File: src/rtl/alp_dq_reg.sv
// ALP slice Q/D storage stage: Q scratch register and D data latch, updated from decoder controls.
// Optional ALP_DQ_CHK_EN adds a sticky dqerr_h flag for illegal multi-hot Q source selects.
module alp_dq_reg #(
    parameter int WIDTH = 8
) (
    input  logic             clk,
    input  logic             reset_h,
    input  logic [3:0]       qmux_onehot_h,
    input  logic             qreg_en_h,
    input  logic             dreg_en_h,
    input  logic [1:0]       dshift_h,
    input  logic [WIDTH-1:0] amux_h,
    input  logic [WIDTH-1:0] wmux_h,
    input  logic             qshl_in_h,
    input  logic             qshr_in_h,
    input  logic             dshl_in_h,
    input  logic             dshr_in_h,
    output logic [WIDTH-1:0] q_h,
    output logic [WIDTH-1:0] d_h,
    output logic             qmsb_h,
    output logic             qlsb_h,
    output logic             dmsb_h,
    output logic             dlsb_h
`ifdef ALP_DQ_CHK_EN
    ,
    output logic             dqerr_h
`endif
);

    localparam logic [1:0] D_LOAD = 2'b00;
    localparam logic [1:0] D_SHR  = 2'b01;
    localparam logic [1:0] D_SHL  = 2'b10;

    logic [WIDTH-1:0] q_q, q_d;
    logic [WIDTH-1:0] d_q, d_d;

    // Fixed priority W > shl > shr > A keeps the decoder's shl+shr overlap deterministic.
    function automatic logic [WIDTH-1:0] q_next(
        input logic [WIDTH-1:0] cur,
        input logic [3:0]       sel,
        input logic [WIDTH-1:0] a,
        input logic [WIDTH-1:0] w,
        input logic             shl_in,
        input logic             shr_in
    );
        logic [WIDTH-1:0] r;
        r = cur;
        if (sel[3])      r = w;
        else if (sel[2]) r = {cur[WIDTH-2:0], shl_in};
        else if (sel[1]) r = {shr_in, cur[WIDTH-1:1]};
        else if (sel[0]) r = a;
        return r;
    endfunction

    function automatic logic [WIDTH-1:0] d_next(
        input logic [WIDTH-1:0] cur,
        input logic [1:0]       op,
        input logic [WIDTH-1:0] w,
        input logic             shl_in,
        input logic             shr_in
    );
        logic [WIDTH-1:0] r;
        case (op)
            D_LOAD:  r = w;
            D_SHR:   r = {shr_in, cur[WIDTH-1:1]};
            D_SHL:   r = {cur[WIDTH-2:0], shl_in};
            default: r = cur;
        endcase
        return r;
    endfunction

    always_comb begin
        q_d = q_q;
        d_d = d_q;
        if (qreg_en_h)
            q_d = q_next(q_q, qmux_onehot_h, amux_h, wmux_h, qshl_in_h, qshr_in_h);
        if (dreg_en_h)
            d_d = d_next(d_q, dshift_h, wmux_h, dshl_in_h, dshr_in_h);
    end

    always_ff @(posedge clk) begin
        if (reset_h) begin
            q_q <= '0;
            d_q <= '0;
        end else begin
            q_q <= q_d;
            d_q <= d_d;
        end
    end

`ifdef ALP_DQ_CHK_EN
    logic dqerr_q, dqerr_d;
    logic multi_hot;

    // More than one select bit is illegal except the shl+shr pair the decoder may emit.
    always_comb begin
        multi_hot = ($countones(qmux_onehot_h) > 1) && (qmux_onehot_h != 4'b0110);
        dqerr_d   = dqerr_q | (qreg_en_h & multi_hot);
    end

    always_ff @(posedge clk) begin
        if (reset_h) dqerr_q <= 1'b0;
        else         dqerr_q <= dqerr_d;
    end

    assign dqerr_h = dqerr_q;
`endif

    assign q_h    = q_q;
    assign d_h    = d_q;
    assign qmsb_h = q_q[WIDTH-1];
    assign qlsb_h = q_q[0];
    assign dmsb_h = d_q[WIDTH-1];
    assign dlsb_h = d_q[0];

endmodule

File: config.mk
export PLATFORM = sky130hd
export DESIGN_NAME = alp_dq_reg
export DESIGN_NICKNAME = d
export VERILOG_FILES = /design/src/rtl/alp_dq_reg.sv
export SDC_FILE = /design/constraint.sdc
export NUM_CORES = 1
export LEC_CHECK = 0
export ABC_AREA = 1
export CAP_MARGIN = 10
export CORE_ASPECT_RATIO = 0.8
export CORE_MARGIN = 1.5
export CORE_UTILIZATION = 45
export CTS_CLUSTER_SIZE = 24
export DETAILED_ROUTE_END_ITERATION = 10
export PLACE_DENSITY = 0.95
export SLEW_MARGIN = 15
export SYNTH_ARGS = -nofsm -noshare
export SYNTH_HDL_FRONTEND = slang
export SYNTH_SLANG_ARGS = --single-unit
File: constraint.sdc
create_clock -name clk -period 2.2 [get_ports clk]
set_clock_uncertainty 0.2 [all_clocks]
set_input_delay 0.44 -clock clk [delete_from_list [all_inputs] [get_ports clk]]
set_output_delay 0.44 -clock clk [all_outputs]
set_load 0.02 [all_outputs]
; ---- Word-level counts from Yosys, hierarchy flattened
; Index checks and enable logic that the tools add are counted.
[totals]
ff_bits = 16
input_bits = 30
out_inout_bits = 20
word_cells = 14
[op_classes]
n_eq_ne = 2
n_mux = 5
reduce_logical = 5
[ops]
columns = cell, n
row1 = 8-bit two-way mux, 4
row2 = 8-bit one-hot mux with 3 select lines, 1
row3 = 2-bit AND reduction, 2
row4 = 4-bit nonzero test, 1
row5 = 3-bit nonzero test, 1
row6 = "2-bit by 1-bit == test with 1-bit output, second input constant", 1
row7 = "2-bit == test, second input constant", 1
row8 = 2-bit zero test, 1

; ---- Depth between registers and ports, before layout
; Gate-level depths: netlist of run 1.
[logic_depth]
word_depth = 4
depth_mapped = 8
ltp_nobuf = 6

; ---- Least setup slack after synthesis of run 1
; Ideal clock, no wire load.
[synth_timing]
kind = in2reg
start = input dshift_h[0]
end = register d_q[0], in the netlist d_h[0]
setup_ns = 0.120
arrival_ns = 1.246
required_time_ns = 1.880
slack_ns = 0.634
cell_stages = 6
path_buffers = 1
path_cell_list = inv_1 ha_1 clkbuf_1 inv_1 nand2_1 a21oi_1
[synth_via]
elab_chain_cells = 3
elab_cells_between_ends = 6
classes_between = 2 x eq/ne / 1 x mux / 3 x reduce/logical
[synth_rtl]
columns = element, line_no
row1 = start: declaration, 11  ; input logic [1:0] dshift_h,
row2 = 2-bit == test (tied with other cells), 63  ; case (op)
row3 = 3-bit nonzero test (no source line), n/a
row4 = 2-bit AND reduction (no source line), n/a
row5 = end signal: assignment, 84  ; d_q <= '0;
row6 = end signal: assignment, 87  ; d_q <= d_d;
row7 = end: declaration, 35  ; logic [WIDTH-1:0] d_q, d_d;
; Parallel ways exist; a longest one is shown, timed or not.
; A chain may end at the register's enable or synchronous reset.

; ---- Final worst setup path of run 1
[layout_timing]
start = register d_q[4], in the netlist d_h[4]
end = output d_h[4]
[layout_lines]
columns = element, line_no
row1 = end: declaration, 19  ; output logic [WIDTH-1:0] d_h,
; No word-level cell between the ends.

==> metrics, run 1 <==
status completed; Mapped Area 0.00124 mm^2; setup TNS 0 ns; Hold Buf Count CTS 0; io pins 50; HP Start q_h[6]; crit path time final 1.99 ns; Crit Path Class flop to primary output; H-tree levels 1; synthesis warning total 0; worst slack, placed approximately 0.018 ns; later-pin clock latency in the skew report 0.31 ns; Critical Path AT about 1.4 ns; r2r startpoint q_h[4]; Synth Register Bits 16; syn nets 254; area leader, netlist nand2_1; TritonCTS sink count 16; CTS tree done; die area just over 0.003 mm^2; Core Area roughly 0.0025 mm^2; GRT Total Usage 23.0%; vias in the first global route 1330; Seq pwr share about 40%; Worst R2R Path Depth 6; Critical Path RT roughly 1.6 ns; Max-Cap Viols 0; worst hold stages 4; Worst R2R Setup Slack ~1.1 ns; worst min path class flop to flop; commonest non-fill, non-tap cells in the layout nand2_1 (88), clkdlybuf4s50_1 (49), inv_1 (32); Hold EP q_h[6]; n_diodes 0; Peak VDD IR 0.342 mV; worst rel slew slack 68.9%; measured slew at the worst slew-check pin between 0.4 and 0.5 ns; sequential fraction of the synthesis area 25.9%; starting density of the core approximately half; share of cells above drive strength 1 under 10%; DRC 0; Worst R2R End q_h[3]; Cell Chain, Critical Path clkdlybuf4s50_1; CTS max path bufs 2; largest net degree at the start of global routing 17; drt initial violations 76; setup violators final 0; CP startpoint kind flop; Post-Route WL 3300 um; Clk pwr share 24.6%; CTS clk-pin slew, worst paths 0.10 ns; drt first pass iters 4; leakage 0.902 nW; top cells by area, synth nand2_1 (27%), dfxtp_1 (26%), inv_1 (9.7%); post-CTS sizing 0; Placer Congestion between 0.8 and 0.9; power density over the cells 484 mW/mm^2; I/O Buffers 49; die width 61.7 um; clock root buffer clkbuf_4; Crit path max-delay family buffers and inverters; TritonCTS Buffers 3; vias per cell approximately 4.7; net load switching power around 290 uW; grt ovf 0; slowest stage cell, crit path clkdlybuf4s50_1; post-route setup slack 0.209 ns; per-cell routed wire length ~11 um; first-pass GRT wire length 5490 um; fin nets 300; row cnt 16; Comb pwr share 35.8%; initial antenna violation count 0; Syn Area/Cell ~5.6 um^2; Detail Route Antenna Nets 0; Max FO, Critical Path 4; CP Capture Type primary output; P_int 560 uW; part of the cycle the worst path needs ~90%; Max Freq 502 MHz; Die Y roughly 50 um; Post-CTS Repair Setup Buffers 0; WP buf/inv 1; Area growth syn-to-layout 41.5%; CP max stage delay 0.63 ns; switching share of power 34.0%; Via Count ~1400; area share of the largest cell type after synthesis 26.7%; Final Hold Vio Count 0; Mapped Cells 221; hpwl dp 2530 um; commonest non-fill, non-tap cell in the layout nand2_1; Cell variety after synth 17; Slew Limit Fails 0; RSZ-0062 raised after global routing no
==> flip-flops by register name, summed over array words and instances (netlist names) <==
name / count
d_h: 8
q_h: 8
==> cell usage after synthesis <==
| library cell | count |
|---|---|
| nand2_1 | 88 |
| inv_1 | 32 |
| nor2_1 | 30 |
| a21oi_1 | 16 |
| dfxtp_1 | 16 |
| nand3_1 | 8 |
| o21ai_0 | 8 |
| buf_4 | 7 |
| nor2_2 | 4 |
| clkbuf_1 | 3 |
| ha_1 | 3 |
| buf_2 | 1 |
| buf_6 | 1 |
| buf_8 | 1 |
| nand2_2 | 1 |
| nand2_4 | 1 |
| nor2_8 | 1 |
==> layout make-up <==
class | instances | area (um^2)
Multi-Input combinational cell | 160 | 703
Inverter | 32 | 120
Timing Repair Buffer | 54 | 528
Clock buffer | 4 | 36.3
Sequential cell | 16 | 320
Tap cell | 36 | 45.0
Fill cell | 229 | 769
==> cell families after synthesis <==
group	after synthesis	share of synthesized area, %
buf+inv	45	17.4
flops	16	25.9
compound gates	24	9.70
simple gates	133	44.0
fa+ha+maj	3	3.03
==> worst max-delay path by stage <==
stage / start / depth (start not counted) / endpoint / slack [ns]
3_5_place_dp: dshift_h[0] / 6 / d_h[7] / 0.02
5_1_grt: d_h[0] / 1 / dlsb_h / 0.15
2_1_floorplan: dshift_h[0] / 6 / d_h[0] / 0.63
3_3_place_gp: dshift_h[0] / 6 / d_h[1] / 0.09
6_report: d_h[4] / 1 / d_h[4] / 0.21
4_1_cts: d_h[4] / 1 / d_h[4] / 0.21
==> power groups by stage <==
stage	registers (mW)	clock network [mW]	logic, mW
detailed placement	0.342	0	0.302
floorplan	0.365	0	0.147
global placement	0.341	0	0.295
CTS	0.335	0.211	0.304
finish	0.336	0.209	0.303
global route	0.339	0.230	0.334
==> layer usage <==
| metal | up-vias | wire length [um] | track usage (%) |
|---|---|---|---|
| met4 | 0 | 47 | 7.45 |
| met2 | 62 | 1520 | 36.3 |
| met3 | 7 | 291 | 6.56 |
| li1 | 745 | - | - |
| met5 | - | 0 | 0 |
| met1 | 616 | 1440 | 29.5 |
==> stage by stage <==
| stage | hold slack, ns | utilization [%] | total power [mW] | instance area [um^2] | std cells |
|---|---|---|---|---|---|
| final | 0.381 | 69.5 | 0.848 | 1750 | 302 |
| after global routing | 0.420 | 69.5 | 0.902 | 1750 | 302 |
| after CTS | 0.380 | 69.5 | 0.850 | 1750 | 302 |
| after detailed placement | 0.362 | 68.1 | 0.643 | 1720 | 298 |
| after global placement | 0.332 | 68.1 | 0.637 | 1720 | 298 |
| after floorplan | 0.413 | - | 0.512 | 1240 | 221 |
Power figures use the tool's default switching activity.
==> run 2: changes to the inputs <==
--- a/config.mk
+++ b/config.mk
@@ -10,6 +10,7 @@
 export CORE_ASPECT_RATIO = 0.8
 export CORE_MARGIN = 1.5
 export CORE_UTILIZATION = 45
+export CTS_BUF_LIST = sky130_fd_sc_hd__clkbuf_8
 export CTS_CLUSTER_SIZE = 24
 export DETAILED_ROUTE_END_ITERATION = 10
 export PLACE_DENSITY = 0.95
==> run 2 against run 1 <==
Via count is 1.8% higher. First-iteration DRC count is 37% higher. Routed wire length is 3.5% higher. Critical path depth is 5 higher. Final area is 1.1% higher. Power is 7.7% higher. Clock-buffer cell count stayed put. Sequential share of layout area is 0.19 points lower. Register-to-register slack worse by 0.03 ns. Flip-flop and latch count stayed put. Largest cell class unchanged.
==> metrics, run 2 (synthesized netlist as in run 1, its figures left out) <==
post-route setup slack 0.262 ns (+0.0528 ns); Hold Buf Count CTS 0 (unchanged); fin nets 300 (unchanged); worst min path class flop to flop; Placer Congestion 0.834 (unchanged); crit path time final 1.94 ns (-0.0528 ns); slowest stage cell, crit path clkdlybuf4s50_1; Cell Chain, Critical Path clkdlybuf4s50_1 -> inv_1 -> ha_1 -> inv_1 -> nand2_1 -> a21oi_1; clock root buffer clkbuf_8; later-pin clock latency in the skew report 0.26 ns (-0.05 ns); CTS tree done; RSZ-0062 raised after global routing no; GRT Total Usage 23.1% (+0.10 points); io pins 50 (unchanged); Die Y 49.9 um (unchanged); I/O Buffers 49 (unchanged); largest net degree at the start of global routing 17 (unchanged); DRC 0 (unchanged); CP max stage delay 0.52 ns (-0.11 ns); Critical Path AT 1.92 ns (+0.57 ns); hpwl dp 2530 um (unchanged); post-CTS sizing 0 (unchanged); Worst R2R Setup Slack 1.09 ns (-0.03 ns); Area growth syn-to-layout 43.0%; status completed; die width 61.7 um (unchanged); Peak VDD IR 0.422 mV (+23%); worst slack, placed 0.0180 ns (unchanged); share of cells above drive strength 1 6.02% (unchanged); vias in the first global route 1324 (-0.45%); grt ovf 0 (unchanged); power density over the cells 515 mW/mm^2 (+6.5%); Via Count 1456 (+1.8%); drt first pass iters 4 (unchanged); initial antenna violation count 0 (unchanged); CP dominant cell by count inv_1; Core Area 0.00252 mm^2 (unchanged); per-cell routed wire length 11.3 um (+3.5%); Post-Route WL 3410 um (+3.5%); Max-Cap Viols 0 (unchanged); Crit Path Class primary input to flop; CTS max path bufs 2 (unchanged); Critical Path RT 2.18 ns (+0.62 ns); leakage 0.910 nW (+0.86%); row cnt 16 (unchanged); drt initial violations 104 (+37%); Post-CTS Repair Setup Buffers 0 (unchanged); measured slew at the worst slew-check pin 0.469 ns (+0.00264 ns); H-tree levels 1 (unchanged); first-pass GRT wire length 5510 um (+0.38%); CP startpoint kind primary input; vias per cell 4.82 (+1.8%); TritonCTS Buffers 3 (unchanged); Max FO, Critical Path 9 (+5); Slew Limit Fails 0 (unchanged); TritonCTS sink count 16 (unchanged); part of the cycle the worst path needs 88.1% (-2.4 points); worst rel slew slack 68.7% (-0.18 points); commonest non-fill, non-tap cell in the layout nand2_1; CTS clk-pin slew, worst paths 0.07 ns (-0.03 ns); Final Hold Vio Count 0 (unchanged); die area 0.00308 mm^2 (unchanged); starting density of the core 49.1% (unchanged); Detail Route Antenna Nets 0 (unchanged); Max Freq 516 MHz (+2.7%); commonest non-fill, non-tap cells in the layout nand2_1 (88), clkdlybuf4s50_1 (49), inv_1 (32); CP Capture Type flop; n_diodes 0 (unchanged); total power draw 913 uW (+7.7%); setup violators final 0 (unchanged); setup TNS 0 ns (unchanged)
-- run 2: cell counts in the layout (fill, tap and decap cells not counted) --
No cell type changed its count.
-- run 2: power breakdown --
part           total (mW)  switching [mW]  leakage (nW)  internal [mW]
logic               0.305           0.159         0.749          0.146
clock network       0.272           0.113        0.0288          0.159
registers           0.336          0.0228         0.133          0.313
total               0.913           0.295         0.910          0.618
-- run 2: cell type report --
class,instances,area (um^2)
Clock buffer,4,55.1
Fill cell,225,751
Inverter,32,120
Multi-Input combinational cell,160,703
Sequential cell,16,320
Tap cell,36,45.0
Timing Repair Buffer,54,528
-- run 2: through the flow --
stage	hold WS, ns	util (%)	cell area (um^2)	std cells
finish	0.373	70.2	1770	302
global route	0.414	70.2	1770	302
CTS	0.375	70.2	1770	302
detailed placement	0.362	68.1	1720	298
global placement	0.332	68.1	1720	298
floorplan	0.413	-	1240	221
-- run 2: final timing paths --
| path | start | to | cells after the start |
|---|---|---|---|
| worst max-delay path | dshift_h[0] | d_h[7] | 6 |
| worst min-delay path | q_h[1] | q_h[1] | 4 |
| worst max register to register | q_h[4] | q_h[3] | 6 |
| worst min register to register | q_h[1] | q_h[1] | 4 |
-- run 2: critical path, delay by kind of cell --
kind,cells,cell delay [ns]
AND/OR/NAND/NOR,1,0.09
adder cells (fa/ha/maj),1,0.40
buffers and inverters,3,0.83
AO/OA/AOI/OAI,1,0.16
-- run 2: metal layers --
layer  part of all wire, %  up-vias  global-route usage [%]
li1                      -      746                       -
met1                    44      647                    29.5
met2                    47       57                    37.4
met3                   7.1        6                    6.04
met4                   1.3        0                    6.74
met5                     0        -                       0
==> run 3: changes to the inputs <==
==> constraint.sdc (replaced) <==
create_clock -name clk -period 1.8 [get_ports clk]
set_clock_uncertainty 0.2 [all_clocks]
set_input_delay 0.36 -clock clk [delete_from_list [all_inputs] [get_ports clk]]
set_output_delay 0.36 -clock clk [all_outputs]
set_load 0.02 [all_outputs]
==> run 3 against run 2 <==
Sequential power grew 22%. Die area did not move. Non-clock buffer count is 4 higher. Global-route usage is essentially flat. Worst setup slack lost 0.20 ns. Routed wire length decreased by 1.4%. Clock power grew 2%. Core utilization is 1.5 points higher. Critical endpoint is now d_h[5]. Largest power group unchanged. Highest routed layer unchanged.
==> metrics, run 3 (synthesized netlist as in run 1, its figures left out) <==
Peak VDD IR 0.498 mV (+18%); worst rel slew slack 79.9% (+11 points); status completed; CP Capture Type flop; CTS clk-pin slew, worst paths 0.07 ns (about the same); met3 Use GR 5.25% (-0.79 points); initial antenna violation count 0 (unchanged); Detail Route Antenna Nets 0 (unchanged); Hold Slack 0.357 ns (-0.0159 ns); power density over the cells 583 mW/mm^2 (+13%); switching share of power 33.3% (+0.98 points); TritonCTS Buffers 3 (unchanged); vias in the first global route 1274 (-3.8%); drt initial violations 70 (-33%); grt ovf 0 (unchanged); Comb pwr share 34.8% (+1.4 points); GRT Total Usage 23.1% (about the same); commonest non-fill, non-tap cells in the layout nand2_1 (88), inv_1 (32), nor2_1 (30); row cnt 16 (unchanged); Crit Path Class primary input to flop; Critical Path RT 1.78 ns (-0.40 ns); TritonCTS sink count 16 (unchanged); Max Freq a little under 600 MHz; GR met2 Demand/Resource 35.6% (-1.8 points); CP startpoint kind primary input; CTS max path bufs 2 (unchanged); per-cell routed wire length 11.0 um (-2.4%); net load switching power 351 uW (+19%); hpwl dp 2560 um (+1.4%); Clk pwr share 26.4% (-3.4 points); n_diodes 0 (unchanged); Via Count 1461 (+0.34%); Max FO, Critical Path 8 (-1); Core Area 0.00252 mm^2 (unchanged); share of cells above drive strength 1 7.06% (+1.0 points); Post-Route WL 3370 um (-1.4%); io pins 50 (unchanged); die area 0.00308 mm^2 (unchanged); Seq pwr share 38.8% (+2.0 points); H-tree levels 1 (unchanged); CTS tree done; cell area after layout 0.00181 mm^2 (+2.2%); I/O Buffers 49 (unchanged); commonest non-fill, non-tap cell in the layout nand2_1; Placed Area 0.00177 mm^2 (+3.2%); Placer Congestion 0.891 (+6.8%); clock root buffer clkbuf_8; fin nets 304 (+1.3%); measured slew at the worst slew-check pin 0.302 ns (-0.167 ns); Max-Cap Viols 0 (unchanged); vias per cell 4.79 (-0.64%); fin util 71.8% (+1.5 points); setup violators final 0 (unchanged); Area growth syn-to-layout 46.2%; Post-CTS Repair Setup Buffers 0 (unchanged); Critical Path AT 1.71 ns (-0.21 ns); met1 usage 30.4% (+0.87 points); largest net degree at the start of global routing 18 (+1); drt first pass iters 4 (unchanged); Slew Limit Fails 0 (unchanged); P_int 704 uW (+14%); Die Y 49.9 um (unchanged); worst min path class flop to flop; crit path time final 1.74 ns; later-pin clock latency in the skew report 0.26 ns (about the same); total power draw 1.05 mW (+15%); GR peak layer met2; DRC 0 (unchanged); starting density of the core 49.1% (unchanged); die width 61.7 um (unchanged); RSZ-0062 raised after global routing no; part of the cycle the worst path needs 96.4%; first-pass GRT wire length 5360 um (-2.6%); leakage 1.07 nW (+18%); Final Hold Vio Count 0 (unchanged)
## run 3: cell types whose count changed in the layout (fill, tap and decap cells not counted), sizes merged
cell,before,now
clkbuf,4,3
dlygate4sd2,0,14
dlymetal6s2s,0,6
clkdlybuf4s50,49,29
buf,5,9
## run 3: final timing paths
kind / slack (ns) / from / endpoint / cells past startpoint
max reg2reg: 0.76 / q_h[3] / q_h[2] / 6
min reg2reg: 0.36 / q_h[0] / q_h[0] / 4
min: 0.36 / q_h[0] / q_h[0] / 4
max: 0.06 / dshift_h[0] / d_h[5] / 6
## run 3: layer usage
layer | part of all wire, % | up-vias
li1 | - | 751
met1 | 43 | 637
met2 | 46 | 67
met3 | 9.0 | 6
met4 | 1.6 | 0
met5 | 0 | -
## run 3: critical path: stages
cell	delay (ns)
clkdlybuf4s50_1	0.51
inv_1	0.06
ha_1	0.32
inv_1	0.22
nand2_1	0.08
a21oi_1	0.16
## run 3: repair_timing
action,in CTS,in global routing
gates resized for setup,14,6
hold endpoints to repair,0,0
hold buffers,0,0
endpoints found under the setup margin,14,6
## run 3: per-stage QoR
stage	TNS [ns]	std cells	setup WS (ns)
after floorplan	0	221	0.314
after detailed placement	-1.36	302	-0.177
after global routing	0	305	0.0144
after global placement	-0.860	302	-0.109
after CTS	0	305	0.0000461
final	0	305	0.0648
## run 3: power groups by stage
stage	sequential (mW)	combinational (mW)	clock [mW]
2_1_floorplan	0.446	0.180	0
3_3_place_gp	0.417	0.375	0
3_5_place_dp	0.418	0.384	0
4_1_cts	0.409	0.369	0.280
5_1_grt	0.414	0.404	0.298
6_report	0.410	0.367	0.278
## run 3: layout make-up
type                    instances  area [um^2]
clock buffers                   3         41.3
fillers                       217          712
inverters                      32          120
multi-input cells             160          703
flip-flops and latches         16          320
well taps                      36         45.0
repair buffers                 58          581
